## src/rtl/sfx_pkg.sv

```systemverilog
`default_nettype none
// ============================================================================
//  Module   : sfx_pkg
//  Purpose  : Shared types, source indices and helpers for the sfx arbiter.
//  Revision : 1.0  initial release
// ============================================================================
package sfx_pkg;

    localparam int N_SRC     = 3;
    localparam int IDX_W     = (N_SRC > 1) ? $clog2(N_SRC) : 1;

    // Source indices; a lower index means a higher priority.
    localparam int SRC_DEATH = 0;
    localparam int SRC_EAT   = 1;
    localparam int SRC_BGM   = 2;

    typedef enum logic [0:0] {
        ST_IDLE = 1'b0,
        ST_PLAY = 1'b1
    } state_t;

    typedef struct packed {
        logic             valid;
        logic [IDX_W-1:0] idx;
    } pri_t;

    // Lowest set index of req (highest priority), with a valid flag.
    function automatic pri_t pri_enc(input logic [N_SRC-1:0] req);
        pri_t r;
        r.valid = 1'b0;
        r.idx   = '0;
        for (int i = N_SRC - 1; i >= 0; i--) begin
            if (req[i]) begin
                r.valid = 1'b1;
                r.idx   = IDX_W'(i);
            end
        end
        return r;
    endfunction

    function automatic logic [N_SRC-1:0] idx2onehot(input logic [IDX_W-1:0] idx);
        return N_SRC'(1) << idx;
    endfunction

endpackage
`default_nettype wire

```

## src/rtl/sfx_arbiter_if.sv

```systemverilog
`default_nettype none
// ============================================================================
//  Module   : sfx_arbiter_if
//  Purpose  : Bundle of sfx generator inputs, user controls and buzzer outputs.
//  Revision : 1.0  initial release
// ============================================================================
interface sfx_arbiter_if;
    import sfx_pkg::*;

    logic [N_SRC-1:0] src_beep;
    logic [N_SRC-1:0] src_busy;
    logic             mute_btn;
    logic [1:0]       vol;
    logic             buzzer;
    logic [N_SRC-1:0] grant;
    logic             muted;

    // Generator/board side
    modport master (
        output src_beep, src_busy, mute_btn, vol,
        input  buzzer, grant, muted
    );

    // Arbiter side
    modport slave (
        input  src_beep, src_busy, mute_btn, vol,
        output buzzer, grant, muted
    );
endinterface
`default_nettype wire

```

## src/rtl/btn_debounce.sv

```systemverilog
`default_nettype none
// ============================================================================
//  Module   : btn_debounce
//  Purpose  : 2-FF synchronizer, stability counter and rising-edge pulse for
//             a raw push button.
//  Revision : 1.0  initial release
// ============================================================================
module btn_debounce #(
    parameter int DEB_CYC = 1_000_000
) (
    input  wire logic clk,
    input  wire logic rst,      // asynchronous, active-low
    input  wire logic btn_raw,
    output logic      level,
    output logic      rise
);
    localparam int             CW     = (DEB_CYC > 1) ? $clog2(DEB_CYC) : 1;
    localparam logic [CW-1:0]  C_LAST = CW'(DEB_CYC - 1);

    logic          r_sync1;
    logic          r_sync2;
    logic [CW-1:0] r_cnt;
    logic          r_level;
    logic          r_rise;

    // Bring the asynchronous button into the clock domain.
    always_ff @(posedge clk or negedge rst) begin
        if (!rst) begin
            r_sync1 <= 1'b0;
            r_sync2 <= 1'b0;
        end else begin
            r_sync1 <= btn_raw;
            r_sync2 <= r_sync1;
        end
    end

    // Accept a new level only after it has been stable for DEB_CYC cycles;
    // rise pulses for one cycle as the accepted level goes high.
    always_ff @(posedge clk or negedge rst) begin
        if (!rst) begin
            r_cnt   <= '0;
            r_level <= 1'b0;
            r_rise  <= 1'b0;
        end else begin
            r_rise <= 1'b0;
            if (r_sync2 != r_level) begin
                if (r_cnt == C_LAST) begin
                    r_cnt   <= '0;
                    r_level <= r_sync2;
                    r_rise  <= r_sync2;
                end else begin
                    r_cnt <= r_cnt + 1'b1;
                end
            end else begin
                r_cnt <= '0;
            end
        end
    end

    assign level = r_level;
    assign rise  = r_rise;
endmodule
`default_nettype wire

```

## src/rtl/sfx_arbiter.sv

```systemverilog
`default_nettype none
// ============================================================================
//  Module   : sfx_arbiter
//  Purpose  : Fixed-priority sound source arbiter with minimum hold time,
//             4-level PWM volume and debounced mute toggle on the buzzer pin.
//  Revision : 1.0  initial release
// ============================================================================
module sfx_arbiter
    import sfx_pkg::*;
#(
    parameter int HOLD_CYC = 2_000_000,
    parameter int DEB_CYC  = 1_000_000
) (
    input  wire logic     clk,
    input  wire logic     rst,      // asynchronous, active-low
    sfx_arbiter_if.slave  bus
);
    localparam int            HW          = (HOLD_CYC > 1) ? $clog2(HOLD_CYC) : 1;
    localparam logic [HW-1:0] C_HOLD_LOAD = HW'(HOLD_CYC - 1);

    state_t           r_state, w_state_nxt;
    logic [IDX_W-1:0] r_owner, w_owner_nxt;
    logic [HW-1:0]    r_hold,  w_hold_nxt;
    logic [N_SRC-1:0] r_grant, w_grant_nxt;
    logic [1:0]       r_pwm;
    logic             r_buzzer;
    logic             r_muted;

    pri_t             w_pri;
    logic             w_tone;
    logic             w_deb_level;
    logic             w_deb_rise;

    assign w_pri = pri_enc(bus.src_busy);

    // Arbitration state register.
    always_ff @(posedge clk or negedge rst) begin
        if (!rst) begin
            r_state <= ST_IDLE;
            r_owner <= '0;
            r_hold  <= '0;
            r_grant <= '0;
        end else begin
            r_state <= w_state_nxt;
            r_owner <= w_owner_nxt;
            r_hold  <= w_hold_nxt;
            r_grant <= w_grant_nxt;
        end
    end

    // Next owner: new grants reload the hold counter; an owner dropping out
    // bypasses the hold check, a higher source must wait for it to expire.
    always_comb begin
        w_state_nxt = r_state;
        w_owner_nxt = r_owner;
        w_hold_nxt  = (r_hold != '0) ? r_hold - 1'b1 : r_hold;
        w_grant_nxt = r_grant;
        case (r_state)
            ST_IDLE: begin
                w_grant_nxt = '0;
                w_hold_nxt  = '0;
                if (w_pri.valid) begin
                    w_state_nxt = ST_PLAY;
                    w_owner_nxt = w_pri.idx;
                    w_hold_nxt  = C_HOLD_LOAD;
                    w_grant_nxt = idx2onehot(w_pri.idx);
                end
            end
            ST_PLAY: begin
                if (!bus.src_busy[r_owner]) begin
                    if (w_pri.valid) begin
                        w_owner_nxt = w_pri.idx;
                        w_hold_nxt  = C_HOLD_LOAD;
                        w_grant_nxt = idx2onehot(w_pri.idx);
                    end else begin
                        w_state_nxt = ST_IDLE;
                        w_owner_nxt = '0;
                        w_hold_nxt  = '0;
                        w_grant_nxt = '0;
                    end
                end else if ((w_pri.idx < r_owner) && (r_hold == '0)) begin
                    w_owner_nxt = w_pri.idx;
                    w_hold_nxt  = C_HOLD_LOAD;
                    w_grant_nxt = idx2onehot(w_pri.idx);
                end
            end
            default: begin
                w_state_nxt = ST_IDLE;
                w_owner_nxt = '0;
                w_hold_nxt  = '0;
                w_grant_nxt = '0;
            end
        endcase
    end

    btn_debounce #(
        .DEB_CYC (DEB_CYC)
    ) u_mute_deb (
        .clk     (clk),
        .rst     (rst),
        .btn_raw (bus.mute_btn),
        .level   (w_deb_level),
        .rise    (w_deb_rise)
    );

    // Owner's tone, gated by the PWM phase and mute; silent when idle.
    assign w_tone = (r_state == ST_PLAY) & bus.src_beep[r_owner]
                  & (r_pwm <= bus.vol) & ~r_muted;

    // PWM phase counter, buzzer output flop and mute toggle.
    always_ff @(posedge clk or negedge rst) begin
        if (!rst) begin
            r_pwm    <= 2'd0;
            r_buzzer <= 1'b0;
            r_muted  <= 1'b0;
        end else begin
            r_pwm    <= r_pwm + 2'd1;
            r_buzzer <= w_tone;
            // rise only ever fires together with a high accepted level
            r_muted  <= r_muted ^ (w_deb_rise & w_deb_level);
        end
    end

    assign bus.buzzer = r_buzzer;
    assign bus.grant  = r_grant;
    assign bus.muted  = r_muted;
endmodule
`default_nettype wire
```

## src/flat_wrapper.sv

```systemverilog
// flat-port wrapper written by rule: the top's interface ports become plain ports
module sfx_arbiter_flat import sfx_pkg::*;
#(
    parameter int HOLD_CYC = 2_000_000,
    parameter int DEB_CYC  = 1_000_000
)
  (clk, rst, bus_src_beep, bus_src_busy, bus_mute_btn, bus_vol, bus_buzzer, bus_grant, bus_muted);
  sfx_arbiter_if bus_i ();
  input  wire logic clk;
  input  wire logic rst;
  input wire logic [$bits(bus_i.src_beep)-1:0] bus_src_beep;
  input wire logic [$bits(bus_i.src_busy)-1:0] bus_src_busy;
  input wire logic [$bits(bus_i.mute_btn)-1:0] bus_mute_btn;
  input wire logic [$bits(bus_i.vol)-1:0] bus_vol;
  output wire logic [$bits(bus_i.buzzer)-1:0] bus_buzzer;
  output wire logic [$bits(bus_i.grant)-1:0] bus_grant;
  output wire logic [$bits(bus_i.muted)-1:0] bus_muted;
  assign bus_i.src_beep = bus_src_beep;
  assign bus_i.src_busy = bus_src_busy;
  assign bus_i.mute_btn = bus_mute_btn;
  assign bus_i.vol = bus_vol;
  assign bus_buzzer = bus_i.buzzer;
  assign bus_grant = bus_i.grant;
  assign bus_muted = bus_i.muted;
  sfx_arbiter #(.HOLD_CYC(HOLD_CYC), .DEB_CYC(DEB_CYC)) u_core (.clk(clk), .rst(rst), .bus(bus_i));
endmodule
```

## config.mk

```make
export PLATFORM = sky130hd
export DESIGN_NAME = sfx_arbiter_flat
export DESIGN_NICKNAME = d
export VERILOG_FILES = /design/src/rtl/sfx_pkg.sv /design/src/rtl/sfx_arbiter_if.sv /design/src/rtl/btn_debounce.sv /design/src/rtl/sfx_arbiter.sv /design/src/flat_wrapper.sv
export SDC_FILE = /design/constraint.sdc
export NUM_CORES = 1
export LEC_CHECK = 0
export BUFFER_PORTS_ARGS = -buffer_cell sky130_fd_sc_hd__buf_2
export CAP_MARGIN = 10
export CORE_ASPECT_RATIO = 2
export CORE_UTILIZATION = 45
export CTS_BUF_LIST = sky130_fd_sc_hd__clkbuf_4
export DETAILED_ROUTE_END_ITERATION = 6
export HOLD_SLACK_MARGIN = 0.02
export PLACE_DENSITY_LB_ADDON = 0.08
export SLEW_MARGIN = 10
export SYNTH_ARGS = -nofsm -noshare
export SYNTH_HDL_FRONTEND = slang
export SYNTH_SLANG_ARGS = --single-unit
```

## constraint.sdc

```tcl
create_clock -name clk -period 3.8 [get_ports clk]
set_clock_uncertainty 0.1 [all_clocks]
set_input_delay 0.76 -clock clk [delete_from_list [all_inputs] [get_ports clk]]
set_output_delay 0.76 -clock clk [all_outputs]
set_load 0.01 [all_outputs]
```

# After elaboration in Yosys (flattened, before gate mapping)
# Index checks and enable logic that the tools add are counted.
# W data, S select, Z words.
[totals]
reg_bits = 55
[classes]
add_sub_neg = 3
n_bitwise = 7
muxes = 28
shift = 1
n_eq_ne = 5
n_lt_le_gt_ge = 3
reduce_logical = 5
[ops]
columns = ["cell", "count"]
rows = [
  ["$mux W21", 4],
  ["$pmux W21 S2", 1],
  ["$mux W20", 2],
  ["$logic_not A21 Y1", 1],
  ["$reduce_bool A21 Y1", 1],
  ["$sub A21 B1 Y21 const B", 1],
  ["$add A20 B1 Y20 const B", 1],
  ["$eq A20 B20 Y1 const B", 1],
  ["$mux W3", 6],
  ["$mux W2", 4],
  ["$mux W1", 6],
  ["$pmux W3 S2", 1],
  ["$and A1 B1 Y1", 4],
  ["$bmux W1 S2", 2],
  ["$ne A4 B4 Y1 const B", 1],
  ["$pmux W2 S2", 1],
  ["$reduce_and A2 Y1", 2],
  ["$lt A2 B3 Y1 const B", 1],
  ["$ne A3 B3 Y1 const B", 1],
  ["$shl A1 B2 Y3 const A", 1],
  ["$add A2 B1 Y2 const B", 1],
  ["$le A2 B2 Y1", 1],
  ["$lt A2 B2 Y1", 1],
  ["$ne A2 B1 Y1 const B", 1],
  ["other kinds (5)", 6],
]

# Depth between registers and ports, before layout
[logic_depth]
word_depth = 8
mapped_depth = 8
mapped_depth_nobuf = 7

# By module
# Synthesis repeated with hierarchy kept, for this count alone.
[hier_totals]
hier_cells = 278
hier_area_um2 = 2889.0
[modules_own_cells]
columns = ["mod", "area_each_um2", "n_inst", "cells_per_inst"]
rows = [
  ["sfx_arbiter", 1704.1, 1, 171],
  ["btn_debounce", 1184.9, 1, 107],
]

# Worst setup path before layout
# Ideal clock, no wire load.
[synth_path]
path_type = "input to register"
from = "input bus_src_busy[1]"
to = "register u_core.r_owner[1]"
setup_time_ps = 125
t_required_ps = 3575
slack_ps = 1412
cell_stages = 7
t_arrival_ps = 2163
cell_sequence = "nor3b_1 ha_1 nor2_1 a31o_2 nand3_1 a21oi_1 mux2_2"
[synth_via]
elab_chain_len = 6
word_cells_on_any_way = 14
classes_between = "1 x order compare; 2 x eq/ne; 9 x mux; 2 x reduce/logical"
[synth_lines]
columns = ["element", "line_no", "source"]
rows = [
  ["from (decl)", "flat_wrapper.sv:12", "input wire logic [$bits(bus_i.src_busy)-1:0] bus_src_busy;"],
  ["$mux W3 (2 in a row)", "sfx_pkg.sv:33", "if (req[i]) begin"],
  ["$lt A2 B2 Y1", "sfx_arbiter.sv:81", "end else if ((w_pri.idx < r_owner) && (r_hold == '0)) begin"],
  ["$logic_and A1 B1 Y1", "sfx_arbiter.sv:81", ""],
  ["$ne A3 B3 Y1 (no line)", "--", ""],
  ["$reduce_and A2 Y1 (no line)", "--", ""],
  ["to (signal assigned)", "sfx_arbiter.sv:45", "r_owner <= w_owner_nxt;"],
  ["to (decl)", "sfx_arbiter.sv:22", "logic [IDX_W-1:0] r_owner, w_owner_nxt;"],
]
# Parallel ways exist; a longest one is shown, timed or not. The select of a mux whose other input is x is not followed.
# A chain may end at the register's enable or synchronous reset.

# Worst setup path in the final report
[layout_path]
from = "register u_core.r_hold[0]"
to = "register u_core.r_grant[2], in the netlist u_core.bus.grant[2]"
[layout_via]
elab_chain_len = 3
[layout_lines]
columns = ["element", "line_no", "source"]
rows = [
  ["from (decl)", "sfx_arbiter.sv:23", "logic [HW-1:0] r_hold, w_hold_nxt;"],
  ["from (signal assigned)", "sfx_arbiter.sv:46", "r_hold <= w_hold_nxt;"],
  ["$logic_not A21 Y1", "sfx_arbiter.sv:81", ""],
  ["$logic_and A1 B1 Y1", "sfx_arbiter.sv:81", ""],
  ["$ne A3 B3 Y1 (no line)", "--", ""],
  ["to (signal assigned)", "sfx_arbiter.sv:47", "r_grant <= w_grant_nxt;"],
  ["to (decl)", "sfx_arbiter.sv:24", "logic [N_SRC-1:0] r_grant, w_grant_nxt;"],
]
# Every way passes these cells.

==> flow_metrics.tcl <==
set metrics [dict create \
    post-cts-setup-buffer-count 0 \
    die_w_um 57.82 \
    top_usage_layer "met2" \
    syn_inst 286 \
    starting_utilization_of_the_core_area_pct 46.69 \
    vdd_drop_max_mv 0.2577 \
    clock_sink_count 55 \
    async_reset_ff_share_pct 100.0 \
    layout-drive-gt1-share_pct 11.48 \
    grt_max_degree 43 \
    cts_tree "built" \
    via_count 2213 \
    finish.net_count 320 \
    grt.overflow.total 0 \
    timing_hold_violations_final 0 \
    total_power_uw 1199 \
    timing.critical_path.to_type "flop" \
    postSynth.topFlopCell "sky130_fd_sc_hd__dfrtp_1" \
    dr.first_iter.drc_count 58 \
    fillerInstances 572 \
    area_of_the_core_sq_um 6006 \
    cts_repair_resize_count 0 \
    hold_buffers 0 \
    cts_max_path_buffers 2 \
    number_of_antenna_violations_at_the_first_check_in_global_routing 0 \
    crit_path_start_kind "flop" \
    die_footprint_sq_um 6570 \
    synth_sequential_area_ratio_pct 49.09 \
    io_pins 16 \
    regToRegStartpoint "u_core.r_hold[0]" \
    finalWeightedCongestion 0.8008 \
    area_growth_from_synthesis_to_layout_pct 8.746 \
    worst_hold_path_type "flop to flop" \
    tritoncts.num_buffers 5 \
    drc 0 \
    power-per-cell-area_nw_per_um2 393.1 \
    crit-reg2reg-capture "u_core.bus.grant[2]" \
    synth_area_per_cell_sq_um 9.804 \
    drt_wirelength_um 6279 \
    maxClockFrequency_mhz 363.1 \
    worst_r2r_path_depth 7 \
    finalHoldWorstSlack_ns 0.2672 \
    firstDrtPassIters 4 \
    worst_hold_path.num_cells 0 \
    synthDistinctLibCells 52 \
    critPathBufInv 1 \
    synth_top_area_cell "sky130_fd_sc_hd__dfrtp_1" \
    worst-setup-path-type "flop to flop" \
    setup_viol 0 \
    startpoint "u_core.r_hold[0]" \
    min_delay_startpoint "u_core.u_mute_deb.r_sync1" \
    globalRouteTotalUtil_pct 20.66 \
    worst_path_dominant_cell_family "simple AND/OR/NAND/NOR gates" \
    rsz0062_at_grt "false" \
    insertion_delay_ns 0.38 \
    crit_cells 7 \
    critPathMaxFanout 10 \
    globalRouteMet3Util_pct 3.175 \
    htreeDepth 2 \
    critPathSlowestCell "sky130_fd_sc_hd__or3b_1" \
    final_min_period_over_clock_period_pct 72.48 \
    endpoint "u_core.bus.grant[2]" \
    number_of_flops_mapped_to_enable_cells_by_yosys 0 \
    r2r_setup_slack_ns 1.05 \
    total_half_perimeter_wirelength_after_legalization_and_detailed_placement_um 4620 \
    first_global_vias 2252 \
    timing.critical_path.required_ns 3.99 \
    total_leakage_power_uw 0.001268 \
    timing.critical_path.cells "inv_1, ha_1, or3b_1, or3_1, nor2_2, a21oi_2, mux2_2" \
    routed_via_density 6.014 \
    max_cap_viol_count 0 \
    worst_slew_pin_slew_ns 0.9227 \
    grt_first_pass_wirelength_um 10370 \
    ant_nets 0 \
    ys.warnings.count 0 \
    wire_per_inst_um 17.06 \
    ys_seq_elements 55 \
    worstPathArrival_ns 2.94 \
    yosys-top-cells-area "sky130_fd_sc_hd__dfrtp_1 49%, sky130_fd_sc_hd__nor2_1 5.0%, sky130_fd_sc_hd__xor2_1 4.1%, sky130_fd_sc_hd__xnor2_1 3.4%, sky130_fd_sc_hd__a21oi_1 2.5%" \
    die_h_um 113.6 \
    maxSlewViolCount 0 \
    finalCriticalPeriod_ns 2.754 \
    post_synth_instance_area_sq_um 2804 \
    globalRouteMet2Util_pct 38.01 \
    mappedNetlistNets 302 \
    grt_use_met1_pct 21.23 \
    placement_rows 40 \
    clkTransAtPathRegs_ns 0.15 \
    root_buffer "sky130_fd_sc_hd__clkbuf_4" \
    diodes 0 \
    run_status "finished clean" \
    yosys.area.top_type_share_pct 49.09 \
    io_buffer_count 15 \
    setup-tns-final_ns 0 \
    timing.critical_path.slowest_cell_delay_ns 0.47 \
    max_slew_margin_pct 38.49 \
]
-- power by group --
part	leakage, uW	internal [uW]	switching (uW)
logic	0.000518	62.3	94.0
clock network	0.0000559	213	180
registers	0.000694	617	32.5
total	0.00127	892	307
-- how the worst min path moves through the flow --
stage,to,slack [ns]
2_1_floorplan,u_core.u_mute_deb.r_sync2,0.23
3_3_place_gp,u_core.u_mute_deb.r_sync2,0.24
3_5_place_dp,u_core.u_mute_deb.r_sync2,0.24
4_1_cts,u_core.u_mute_deb.r_sync2,0.27
5_1_grt,u_core.u_mute_deb.r_sync2,0.28
6_report,u_core.u_mute_deb.r_sync2,0.27
-- metrics by stage --
| stage | worst slack, ns | cells | cell area [sq um] | utilization [%] |
|---|---|---|---|---|
| 3_3_place_gp | 1.036 | 360 | 2944 | 49.02 |
| 5_1_grt | 0.9206 | 368 | 3049 | 50.77 |
| 2_1_floorplan | 1.412 | 286 | 2804 | - |
| 3_5_place_dp | 1.022 | 360 | 2944 | 49.02 |
| 4_1_cts | 1.062 | 368 | 3049 | 50.77 |
| 6_report | 1.046 | 368 | 3049 | 50.77 |
-- cell usage after synthesis, drive strengths merged, types with 4 or more instances --
cell type / n
nor3: 10
ha: 5
xor2: 13
inv: 11
a21oi: 15
nand3: 9
nor2: 38
o31ai: 4
xnor2: 11
and3: 4
nand4: 5
o21ai: 7
clkbuf: 4
a211oi: 5
a31oi: 11
or3: 10
nand2: 17
mux2: 4
dfrtp: 55
nor4: 5
or4: 6
-- layer usage --
metal,wire length [um],part of all wire (%)
met5,0,0
met2,3564,57
met3,183,2.9
met4,226,3.6
met1,2305,37
-- cells in the final DEF (no fill, tap or decap), types with 6 or more instances in the layout --
master	instances
sky130_fd_sc_hd__dfrtp_1	55
sky130_fd_sc_hd__nor2_1	37
sky130_fd_sc_hd__nand2_1	17
sky130_fd_sc_hd__buf_2	15
sky130_fd_sc_hd__a21oi_1	14
sky130_fd_sc_hd__xor2_1	13
sky130_fd_sc_hd__inv_1	11
sky130_fd_sc_hd__xnor2_1	11
sky130_fd_sc_hd__a31oi_1	11
sky130_fd_sc_hd__or3_1	10
sky130_fd_sc_hd__nor3_1	10
sky130_fd_sc_hd__nand3_1	9
sky130_fd_sc_hd__o21ai_0	6
sky130_fd_sc_hd__clkbuf_4	6
-- cell type report --
type | instances | area (sq um) | area share [%]
clock inverters | 2 | 60.06 | 1.970
flip-flops and latches | 55 | 1376 | 45.14
repair buffers | 18 | 97.59 | 3.201
inverters | 12 | 45.04 | 1.477
well taps | 63 | 78.83 | 2.585
multi-input cells | 212 | 1346 | 44.15
clock buffers | 6 | 45.04 | 1.477
-- cells by family after synthesis --
family / Yosys count / synth area share, %
compound gates: 55 / 12.85
xor+xnor: 24 / 7.497
fa+ha+maj: 5 / 2.231
buf+inv: 19 / 2.900
flops: 55 / 49.09
mux: 7 / 2.677
simple gates: 121 / 22.76
-- state kept, by name, indices dropped and copies added, names as in the netlist --
signal,cells
u_core.u_mute_deb.rise,1
u_core.r_owner,2
u_core.u_mute_deb.r_sync1,1
u_core.u_mute_deb.level,1
u_core.r_pwm,2
u_core.bus.grant,3
u_core.r_state,1
u_core.u_mute_deb.r_sync2,1
u_core.r_hold,21
u_core.bus.muted,1
u_core.u_mute_deb.r_cnt,20
u_core.bus.buzzer,1
(Power assumes the default switching activity.)
